## src/rtl/ifu_fetch_buf.sv

```systemverilog
// Fetch-line buffer between the ICache and decode: queues 128-bit lines with their PCs
// and presents up to two in-line instructions per cycle, with branch predecode.
`ifndef CORE_PC_WIDTH
`define CORE_PC_WIDTH 32
`endif

module ifu_fetch_buf #(
  parameter int DEPTH = 4,
  parameter int SKID  = 2,
  parameter int PC_W  = `CORE_PC_WIDTH
) (
  input  logic            clk,
  input  logic            rst,
  input  logic            i_flush,
  input  logic            i_icache_line_vld,
  input  logic [127:0]    i_icache_line,
  input  logic [PC_W-1:0] i_line_pc,
  output logic            o_ibuf_icache_stall,
  input  logic            i_dec_rdy,
  output logic [1:0]      o_ibuf_vld,
  output logic [31:0]     o_ibuf_instr0,
  output logic [31:0]     o_ibuf_instr1,
  output logic [PC_W-1:0] o_ibuf_pc0,
  output logic [PC_W-1:0] o_ibuf_pc1,
  output logic [1:0]      o_ibuf_is_br,
  output logic            o_ibuf_empty
);

  localparam int AW = $clog2(DEPTH);
  localparam logic [AW:0] DEPTH_V = (AW+1)'(DEPTH);
  localparam logic [AW:0] ONE_V   = (AW+1)'(1);

  logic [127:0]    line_mem [DEPTH];
  logic [PC_W-1:0] pc_mem   [DEPTH];

  logic [AW-1:0] wr_ptr, rd_ptr, rd_ptr_nxt;
  logic [AW:0]   cnt, free_cnt;
  logic [1:0]    head_slot, slot1;
  logic [2:0]    slot_sum;
  logic          nonempty, two_vld, write_en, consume, retire;
  logic [127:0]  head_line;

  function automatic logic is_branch(input logic [31:0] w);
    return (w[6:0] == 7'b1100011) || (w[6:0] == 7'b1101111) || (w[6:0] == 7'b1100111);
  endfunction

  assign nonempty   = (cnt != '0);
  assign two_vld    = nonempty && (head_slot != 2'd3);
  assign slot1      = head_slot + 2'd1;
  assign head_line  = line_mem[rd_ptr];
  assign rd_ptr_nxt = rd_ptr + AW'(1);

  assign o_ibuf_vld    = {two_vld, nonempty};
  assign o_ibuf_empty  = ~nonempty;
  assign o_ibuf_instr0 = head_line[{head_slot, 5'd0} +: 32];
  assign o_ibuf_instr1 = head_line[{slot1, 5'd0} +: 32];
  assign o_ibuf_pc0    = {pc_mem[rd_ptr][PC_W-1:4], head_slot, 2'b00};
  assign o_ibuf_pc1    = {pc_mem[rd_ptr][PC_W-1:4], slot1, 2'b00};
  assign o_ibuf_is_br  = {two_vld & is_branch(o_ibuf_instr1), nonempty & is_branch(o_ibuf_instr0)};

  assign free_cnt            = DEPTH_V - cnt;
  assign o_ibuf_icache_stall = 32'(free_cnt) <= 32'(SKID);

  assign write_en = i_icache_line_vld & ~i_flush & (cnt != DEPTH_V);
  assign consume  = i_dec_rdy & nonempty;
  // Carry out of the 2-bit slot index means the head line is exhausted.
  assign slot_sum = {1'b0, head_slot} + (two_vld ? 3'd2 : 3'd1);
  assign retire   = consume & slot_sum[2];

  always_ff @(posedge clk) begin
    if (write_en) begin
      line_mem[wr_ptr] <= i_icache_line;
      pc_mem[wr_ptr]   <= i_line_pc;
    end
  end

  always_ff @(posedge clk) begin
    if (rst || i_flush) begin
      wr_ptr    <= '0;
      rd_ptr    <= '0;
      cnt       <= '0;
      head_slot <= 2'd0;
    end else begin
      if (write_en) wr_ptr <= wr_ptr + AW'(1);
      if (retire)   rd_ptr <= rd_ptr_nxt;
      case ({write_en, retire})
        2'b10:   cnt <= cnt + ONE_V;
        2'b01:   cnt <= cnt - ONE_V;
        default: cnt <= cnt;
      endcase
      // With one entry left, the next head can only be the line arriving this cycle.
      if (retire) begin
        if (cnt == ONE_V) head_slot <= write_en ? i_line_pc[3:2] : 2'd0;
        else              head_slot <= pc_mem[rd_ptr_nxt][3:2];
      end else if (consume) begin
        head_slot <= slot_sum[1:0];
      end else if (write_en && !nonempty) begin
        head_slot <= i_line_pc[3:2];
      end
    end
  end

endmodule

```

## config.mk

```make
export PLATFORM = sky130hd
export DESIGN_NAME = ifu_fetch_buf
export DESIGN_NICKNAME = d
export VERILOG_FILES = /design/src/rtl/ifu_fetch_buf.sv
export SDC_FILE = /design/constraint.sdc
export NUM_CORES = 1
export LEC_CHECK = 0
export BUFFER_PORTS_ARGS = -buffer_cell sky130_fd_sc_hd__buf_2
export CAP_MARGIN = 5
export CORE_UTILIZATION = 35
export DETAILED_ROUTE_END_ITERATION = 6
export PLACE_DENSITY = 0.54
export SLEW_MARGIN = 20
export SYNTH_ARGS = -nofsm -noshare
export SYNTH_HDL_FRONTEND = slang
export SYNTH_SLANG_ARGS = --single-unit
```

## constraint.sdc

```tcl
create_clock -name clk -period 9 [get_ports clk]
set_input_delay 1.8 -clock clk [delete_from_list [all_inputs] [get_ports clk]]
set_output_delay 1.8 -clock clk [all_outputs]
set_load 0.02 [all_outputs]
```

== Word level (Yosys, flattened, before mapping) ==
Memories as Yosys holds them, arrays and structs flattened. A register that Yosys moved wholly into a read port is not among the register bits.
Index checks and enable logic that the tools add are counted.

* Bits in registers: 9
* Bits in latches: 0
* Bits in writable memories: 640
* ROM bits: 0
* Input port bits: 165
* Output and inout bits: 134
* Word-level logic and storage cells: 59
* Memories kept: 2

* Add/sub/neg operators: 7
* Multipliers: 0
* Divide/modulo/power cells: 0
* $lt $le $gt $ge: 1
* Equal/unequal tests: 11
* Shift operators: 2
* Mux-type cells: 13
* Bitwise operators: 8
* Reduce and logical (&&, ||, !) cells: 11

{| class="wikitable"
|+ Memory list
! name !! words !! bits a word !! rd ports !! clocked after memory_dff !! wr ports !! line !! source
|-
| line_mem || 4 || 128 || 1 || 1 || 1 || 33 || <nowiki>logic [127:0] line_mem [DEPTH];</nowiki>
|-
| pc_mem || 4 || 32 || 2 || 1 || 1 || 34 || <nowiki>logic [PC_W-1:0] pc_mem [DEPTH];</nowiki>
|}

{| class="wikitable"
|+ Operators with widths
! kind !! count
|-
| variable part select 128 x 8 -> 32 bit || 2
|-
| equality test 7 bit, second input constant || 6
|-
| two-way mux 2 bit || 10
|-
| adder 2 x 1 -> 2 bit, second input constant || 3
|-
| bitwise AND 1 bit || 6
|-
| case mux 3 bit (2 select lines) || 1
|-
| nonzero test 3 bit || 2
|-
| logical OR 1 bit || 5
|-
| adder 2 x 2 -> 3 bit || 1
|-
| adder 3 x 1 -> 3 bit, second input constant || 1
|-
| equality test 3 x 1 -> 1 bit, second input constant || 1
|-
| less-or-equal comparator 3 x 2 -> 1 bit, second input constant || 1
|-
| != test 3 bit, second input constant || 1
|-
| subtractor 3 x 1 -> 3 bit, second input constant || 1
|-
| subtractor 3 bit, first input constant || 1
|-
| equality test 2 x 1 -> 1 bit, second input constant || 1
|-
| equality test 2 bit, second input constant || 1
|-
| logical AND 1 bit || 2
|-
| two-way mux 1 bit || 2
|-
| != test 2 bit, second input constant || 1
|-
| inverter 1 bit || 2
|-
| nonzero test 2 bit || 1
|-
| zero test 1 bit || 1
|}

== Depth between registers and ports, before layout ==
Gate-level depths: netlist of run 1.

* Depth after elaboration: 7
* Depth in mapped cells: 11
* Depth with buffers taken out: 11

== Worst setup path before layout of run 1 ==
OpenSTA, ideal clock, no wires.

* Kind: in2reg
* Start: input i_flush
* End: memory line_mem[0][0] (enable)
* Setup time: 0.537 ns
* Arrival time: 5.961 ns
* Required time: 8.463 ns
* Setup slack: 2.502 ns
* Stages on the path: 2
* Buffers on the path: 0
* Cell sequence: nor3b_1 > and2_1

* Longest elaborated chain between the ends: 5

{| class="wikitable"
|+ RTL lines
! what !! line !! source
|-
| start: declaration || 14 || <nowiki>input logic i_flush,</nowiki>
|-
| inverter 1 bit || 64 || <nowiki>assign write_en = i_icache_line_vld & ~i_flush & (cnt != DEPTH_V);</nowiki>
|-
| bitwise AND 1 bit (2 in a row) || 64 ||
|-
| two-way mux 1 bit || 71 || <nowiki>if (write_en) begin</nowiki>
|-
| two-way mux 1 bit (implied by the code) || 72 || <nowiki>line_mem[wr_ptr] <= i_icache_line;</nowiki>
|-
| end: declaration || 33 ||
|}

No other way between the ends.

==> flow_metrics.tcl, run 1 <==
set metrics [dict create \
    place_congestion 0.767 \
    grt_max_degree 73 \
    final_area_sq_um 30100 \
    ys.warnings.count 0 \
    postSynth.asyncResetShare_pct 0 \
    rsz0062_at_grt "no" \
    die_w_um 272 \
    die-area_sq_um 73900 \
    worstPathMaxFanout 72 \
    dp_hpwl_um 32800 \
    postCtsSetupBuffers 0 \
    port_buffers 292 \
    finalHoldViolCount 0 \
    clk_latency_ps 620 \
    ios 299 \
    ys.flop_type "edfxtp_1" \
    setup_viol 0 \
    grt_usage_pct 15.1 \
    num_rows 98 \
    cts_tree "yes" \
    synth_edf_count 632 \
    p_leak_nw 9.80 \
    cts.sinks 643 \
    slew_viol_final 0 \
    grt_pass1_wl_um 82500 \
    dieHeight_um 272 \
    dpl_cell_area_sq_um 27700 \
    post_drt_via_cell_ratio 5.06 \
    synth.avg_cell_area_sq_um 23.7 \
    layout_common_cells "edfxtp_1 (632), buf_2 (292), mux4_2 (175), clkbuf_16 (72), mux4_1 (33)" \
    min_period_ps 5690 \
    cts.clk_slew.worst_paths_ps 60 \
    drt_first_pass_iters 5 \
    start_util_pct 35.5 \
    min_path_type "reg2reg" \
    outcome "finished clean" \
    grt-ovfl-total 0 \
    drt_iter0_markers 766 \
    syn_to_final_growth_pct 17.9 \
    filler_cell_count 6298 \
    whs_ps 558 \
    clock_skew_ps 22.3 \
    worstMarginPinSlew_ps 1050 \
    antenna_found_initial 14 \
    tns_ps 0 \
    layout.cells.non_filler 2382 \
    cts_hold_buf 0 \
    drive_above_1_share_pct 41.9 \
    post-route-drc-count 0 \
    startpoint_type "register" \
    peakVddDrop_uv 150 \
    fin_crit_sh_pct 63.2 \
    maxCapViolCount 0 \
    cts_made_buffers 72 \
    layout.nets 1556 \
    wl_um 56100 \
    syn_inst 1074 \
    ys_seq_elements 643 \
    crit_type "reg2out" \
    slew_headroom_pct 30.3 \
    syn_area_sq_um 25500 \
    dpl.cell_count 2252 \
    cp.required_ps 7200 \
    num_vias 12000 \
    wl_per_cell_um 23.5 \
    cts-root-buf "clkbuf_16" \
    ant_nets 0 \
    cp.arrival_ps 3890 \
    cp-end-kind "output pin" \
    final_common_cell "edfxtp_1" \
    synth-seq-area-share_pct 75.3 \
    p_per_area_nw_per_um2 217 \
    core_area_sq_um 71700 \
    cts_max_path_buffers 3 \
    cts_resized 0 \
    cts_max_level 3 \
    grt_pass1_vias 12700 \
    max_freq_ghz 0.176 \
    synth_cell_type_count 40 \
]
[state kept, by name (all words and copies together), names as in the netlist, named ones only]
name and flops:
line_mem 512, pc_mem 120, cnt 3, head_slot 2, rd_ptr 2, wr_ptr 2
[worst max-delay path: stages (launching register included)]
cell	delay, ps
dfxtp_4	1000
buf_12	550
mux4_1	720
a22oi_1	180
nand2_1	90
and4b_1	250
and4_1	180
buf_2	160
[area by class of cell]
class | count | area (sq um) | share of cell area [%]
Clock buffer | 84 | 1850 | 6.14
Antenna cell | 2 | 5.00 | 0.0167
Tap cell | 950 | 1190 | 3.96
Sequential cell | 643 | 19200 | 63.9
Timing Repair Buffer | 311 | 1620 | 5.38
Multi-Input combinational cell | 338 | 5680 | 18.9
Inverter | 10 | 37.5 | 0.125
Clock inverter | 44 | 474 | 1.58
[layer usage]
| metal | vias up | global-route usage, % | part of all wire [%] |
|---|---|---|---|
| met5 | - | 0 | 0.24 |
| met4 | 22 | 4.61 | 1.8 |
| met3 | 95 | 4.41 | 6.7 |
| met2 | 332 | 24.2 | 49 |
| met1 | 6390 | 20.0 | 43 |
| li1 | 5208 | - | - |
[final timing paths]
kind                                           from                   endpoint  slack, ps  cells after the start
worst min-delay path            cnt[2]$_SDFFE_PP0P_        cnt[2]$_SDFFE_PP0P_        560                      2
worst max register to register  cnt[0]$_SDFFE_PP0P_  line_mem[1][20]$_DFFE_PP_       5000                      7
worst max-delay path                       register            o_ibuf_is_br[0]       3310                      7
worst min register to register  cnt[2]$_SDFFE_PP0P_        cnt[2]$_SDFFE_PP0P_        560                      2
[kinds of logic (layout without fill, tap and decap cells)]
logic type	Yosys count	count (layout)	share of synthesized area (%)
flops	643	643	75.3
mux	209	209	18.9
buf+inv	96	449	2.51
simple gates	68	68	1.33
compound gates	36	36	0.992
fa+ha+maj	15	15	0.736
xor+xnor	6	6	0.206
other cells	1	6	0.0147
[per-stage QoR]
step	setup slack, ps	utilization [%]	power (mW)
global route	2970	41.9	6.73
floorplan	2500	-	3.59
CTS	3100	41.9	6.60
finish	3310	41.9	6.51
detailed placement	3780	38.7	3.73
global placement	3800	38.7	3.71
[Yosys cell counts (all sizes together), types with 2 or more instances]
master | number | area (sq um)
xor2 | 4 | 35.0
edfxtp | 632 | 19000
a311oi | 2 | 17.5
clkbuf | 23 | 86.3
buf | 63 | 515
mux4 | 208 | 4810
or2 | 2 | 12.5
inv | 10 | 37.5
nand2 | 27 | 101
nor2b | 7 | 43.8
a21oi | 6 | 30.0
nand3 | 2 | 10.0
nand4 | 3 | 18.8
and2 | 6 | 37.5
ha | 15 | 188
o22ai | 2 | 12.5
a22oi | 22 | 165
xnor2 | 2 | 17.5
nor2 | 12 | 45.0
nand2b | 2 | 12.5
dfxtp | 11 | 220
[report_power, final]
group	internal [mW]	switching (mW)
Combinational	0.116	0.188
Clock	1.66	1.19
Sequential	3.34	0.0111
Power figures use the tool's default switching activity.
==> inputs of run 2 (changes only) <==
- PLACE_DENSITY: 0.54 -> 0.56
- clock period: 9 -> 4.8 ns (I/O delays scaled with it)
==> flow_metrics.tcl, run 2 (synthesized netlist as in run 1, its figures left out) <==
set metrics [dict create \
    drt_first_pass_iters 5 \
    finalHoldViolCount 0 \
    tns_ps 0 \
    num_vias 12200 \
    post_drt_via_cell_ratio 5.08 \
    ios 299 \
    place_congestion 0.773 \
    outcome "finished clean" \
    layout_common_cells "edfxtp_1 (632), buf_2 (292), mux4_2 (175), clkbuf_16 (72), mux4_1 (33)" \
    critPathSlowestCell "mux4_1" \
    antenna_found_initial 16 \
    slowest_delay_ps 670 \
    grt_max_degree 111 \
    drive_above_1_share_pct 42.3 \
    cts_tree "yes" \
    post-route-drc-count 0 \
    grt-ovfl-total 0 \
    crit_chain "buf_12, mux4_1, a22oi_1, nand2_1, and4b_1, and4_1, buf_2" \
    clock_skew_ps 21.3 \
    largest-register "line_mem" \
    dieHeight_um 272 \
    clk_latency_ps 610 \
    slew_viol_final 0 \
    cts_max_level 3 \
    cts_max_path_buffers 3 \
    postCtsSetupBuffers 0 \
    wl_per_cell_um 23.4 \
    final_common_cell "edfxtp_1" \
    cts.clk_slew.worst_paths_ps 60 \
    syn_to_final_growth_pct 19.2 \
    p_leak_nw 9.95 \
    min_path_type "reg2reg" \
    die_w_um 272 \
    start_util_pct 35.5 \
    grt_usage_pct 15.2 \
    crit_type "reg2out" \
    ant_nets 0 \
    worstPathMaxFanout 39 \
    grt_pass1_vias 12800 \
    fin_crit_sh_pct 86.0 \
    whs_ps 551 \
    setup_viol 0 \
    startpoint_type "register" \
    reg_top3 "line_mem x512, pc_mem x120, cnt x3" \
    max_freq_ghz 0.242 \
    dp_hpwl_um 33400 \
    cts_made_buffers 71 \
    die-area_sq_um 73900 \
    grt_pass1_wl_um 82600 \
    port_buffers 292 \
    num_rows 98 \
    cp-end-kind "output pin" \
    slew_headroom_pct 32.8 \
    cp.required_ps 3840 \
    cts-root-buf "clkbuf_16" \
    wl_um 56000 \
    largest_reg_flops 512 \
    drt_iter0_markers 808 \
    filler_cell_count 6244 \
    critical_path.top_delay_family "multiplexers" \
    cp.arrival_ps 3170 \
    cts_hold_buf 0 \
    rsz0062_at_grt "no" \
    cts.sinks 643 \
    worstMarginPinSlew_ps 1010 \
    maxCapViolCount 0 \
    core_area_sq_um 71700 \
    peakVddDrop_uv 272 \
    critPathBufInv 2 \
    min_period_ps 4130 \
    p_per_area_nw_per_um2 409 \
    cts_resized 0 \
    layout.nets 1566 \
]
-- run 2: changes by cell type in the layout (fill, tap and decap cells not counted) --
cell / change
buf_12: +12
bufinv_16: +4
clkinvlp_4: -3
clkbuf_1: +2
clkinv_8: -2
inv_16: +2
buf_4: -1
clkinv_1: -1
clkinv_4: -1
inv_6: -1
-- run 2: layer usage --
metal  global-route usage, %  vias up  wire length (um)
met3                    4.43      103              3960
met2                    24.4      354             27100
li1                        -     5225                 -
met4                    4.36       30               964
met5                       0        -               221
met1                    20.0     6452             23700
-- run 2: worst register-to-register path: cells and delay by family, from the launching register on --
| family | cells | cell delay [ps] |
|---|---|---|
| AOI/OAI and AO/OA | 2 | 390 |
| adders and majority gates | 4 | 990 |
| buffers and inverters | 2 | 230 |
| DFF | 1 | 390 |
| and+or+nand+nor | 2 | 690 |
-- run 2: cell type report --
class | instances | area (sq um) | area share [%]
antenna | 2 | 5.00 | 0.0165
clock buffer | 86 | 1850 | 6.10
clock inverter | 42 | 558 | 1.84
inverter | 10 | 37.5 | 0.124
multi-input combinational | 338 | 5680 | 18.7
sequential | 643 | 19200 | 63.2
tap | 950 | 1190 | 3.91
timing repair buffer | 322 | 1850 | 6.09
-- run 2: final timing paths --
| path | start | endpoint | slack [ps] | depth (start not counted) |
|---|---|---|---|---|
| setup reg to reg | cnt[0]$_SDFFE_PP0P_ | cnt[2]$_SDFFE_PP0P_ | 2050 | 10 |
| setup / recovery | register | o_ibuf_is_br[0] | 670 | 7 |
| hold reg to reg | cnt[2]$_SDFFE_PP0P_ | cnt[2]$_SDFFE_PP0P_ | 550 | 2 |
| hold / removal | cnt[2]$_SDFFE_PP0P_ | cnt[2]$_SDFFE_PP0P_ | 550 | 2 |
-- run 2: where the power goes --
group	switching, mW	internal (mW)
clock	2.22	3.33
sequential	0.0217	6.27
combinational	0.352	0.223
total	2.59	9.82
-- run 2: stage by stage --
step | total power [mW] | area (sq um) | setup slack (ps) | std cells | utilization [%]
global route | 12.8 | 30400 | 485 | 2391 | 42.3
global placement | 6.97 | 28000 | 1240 | 2263 | 39.0
floorplan | 6.73 | 25500 | 874 | 1077 | -
CTS | 12.6 | 30400 | 565 | 2391 | 42.3
detailed placement | 6.99 | 28000 | 1230 | 2263 | 39.0
finish | 12.4 | 30400 | 670 | 2393 | 42.3
==> inputs of run 3 (changes only) <==
- CORE_UTILIZATION: 35 -> 52
- CTS_CLUSTER_DIAMETER: unset -> 30
- PLACE_DENSITY: 0.56 -> 0.77
- REMOVE_ABC_BUFFERS: unset -> 1
==> flow_metrics.tcl, run 3 (synthesized netlist as in run 1, its figures left out) <==
set metrics [dict create \
    cp.required_ps 3840 \
    rrSetupSlack_ps 1980 \
    drt_first_pass_iters 6 \
    cts_resized 0 \
    cts_made_buffers 109 \
    reg_top3 "line_mem x512, pc_mem x120, cnt x3" \
    p_leak_nw 10.5 \
    grt_pass1_wl_um 77300 \
    rsz0062_at_grt "no" \
    cts_tree "yes" \
    post-route-drc-count 0 \
    p_per_area_nw_per_um2 464 \
    pre_cts_ws_ps 1300 \
    grt_usage_pct 21.0 \
    layout.cells.non_filler 2129 \
    cts.sinks 643 \
    outcome "finished clean" \
    multi_input_area_sq_um 5680 \
    core_area_sq_um 48000 \
    cts_max_path_buffers 3 \
    wl_um 51700 \
    layout.nets 1596 \
    worstPathMaxFanout 46 \
    wl_per_cell_um 24.3 \
    maxCapViolCount 0 \
    port_buffers 292 \
    cp.arrival_ps 3180 \
    dpl_cell_area_sq_um 27500 \
    post_drt_via_cell_ratio 5.84 \
    dp_hpwl_um 28700 \
    antenna_found_initial 11 \
    grt_pass1_vias 13000 \
    crit_type "reg2out" \
    layout_common_cells "edfxtp_1 (632), buf_2 (292), mux4_2 (175), clkbuf_16 (110), mux4_1 (33)" \
    drt_iter0_markers 899 \
    clk_latency_ps 630 \
    min_period_ps 4140 \
    final_area_sq_um 31200 \
    fin_crit_sh_pct 86.2 \
    peakVddDrop_uv 401 \
    die-area_sq_um 49900 \
    ios 299 \
    startpoint_type "register" \
    die_w_um 223 \
    largest_reg_flops 512 \
    ant_nets 0 \
    clock_skew_ps 13.4 \
    fin_util_pct 64.9 \
    syn_to_final_growth_pct 22.3 \
    num_vias 12400 \
    dpl.cell_count 1920 \
    slew_viol_final 0 \
    cts.clk_slew.worst_paths_ps 50 \
    finalHoldViolCount 0 \
    grt_max_degree 117 \
    grt-ovfl-total 0 \
    setup_slack_ps 665 \
    dieHeight_um 223 \
    largest-register "line_mem" \
    filler_cell_count 3071 \
    start_util_pct 53.1 \
    tns_ps 0 \
    slew_headroom_pct 39.7 \
    design_power_total_mw 14.5 \
    setup_viol 0 \
    cts-root-buf "clkbuf_16" \
    cts_hold_buf 0 \
    place_congestion 0.895 \
    whs_ps 538 \
    final_common_cell "edfxtp_1" \
    drive_above_1_share_pct 45.4 \
    num_rows 80 \
    cp-end-kind "output pin" \
    cts_max_level 3 \
    postCtsSetupBuffers 0 \
    min_path_type "in2reg" \
    seq_area_sq_um 19200 \
    worstMarginPinSlew_ps 904 \
    max_freq_ghz 0.242 \
]
[run 3: changes by cell type in the layout (fill, tap and decap cells not counted), sizes merged]
cell / previous run / this run
clkinv: 27 / 43
bufinv: 10 / 13
inv: 14 / 26
clkinvlp: 1 / 17
clkbuf: 86 / 115
diode: 2 / 5
buf: 322 / 314
[run 3: final timing paths]
path                       startpoint                        end  cells after the start
setup / recovery             register            o_ibuf_is_br[1]                      7
hold / removal      i_icache_line[58]  line_mem[2][58]$_DFFE_PP_                      1
setup reg to reg  cnt[0]$_SDFFE_PP0P_        cnt[2]$_SDFFE_PP0P_                     10
hold reg to reg   cnt[2]$_SDFFE_PP0P_        cnt[2]$_SDFFE_PP0P_                      2
[run 3: worst max-delay path: stages (launching register included)]
cell	delay (ps)
dfxtp_4	550
buf_12	370
mux4_1	670
a22oi_1	190
nand2_1	80
nand4b_1	180
nor3_1	270
buf_2	230
[run 3: area by class of cell]
type / count / area share (%)
antenna: 5 / 0.0401
clock buffer: 115 / 8.89
clock inverter: 89 / 2.95
inverter: 10 / 0.120
multi-input combinational: 338 / 18.2
sequential: 643 / 61.6
tap: 615 / 2.47
timing repair buffer: 314 / 5.70
[run 3: where the power goes]
group	internal, mW	switching [mW]	leakage (nW)
clock	4.92	2.67	1.76
combinational	0.220	0.348	2.90
sequential	6.28	0.0208	5.83
total	11.4	3.04	10.5
[run 3: per-layer routing]
| layer | share of wire [%] | up-vias | track usage (%) | wire (um) |
|---|---|---|---|---|
| met5 | 0.15 | - | 0 | 80 |
| li1 | - | 5331 | - | - |
| met4 | 1.9 | 14 | 6.34 | 992 |
| met1 | 40 | 6564 | 27.5 | 20700 |
| met2 | 51 | 428 | 34.3 | 26300 |
| met3 | 7.0 | 96 | 6.05 | 3640 |
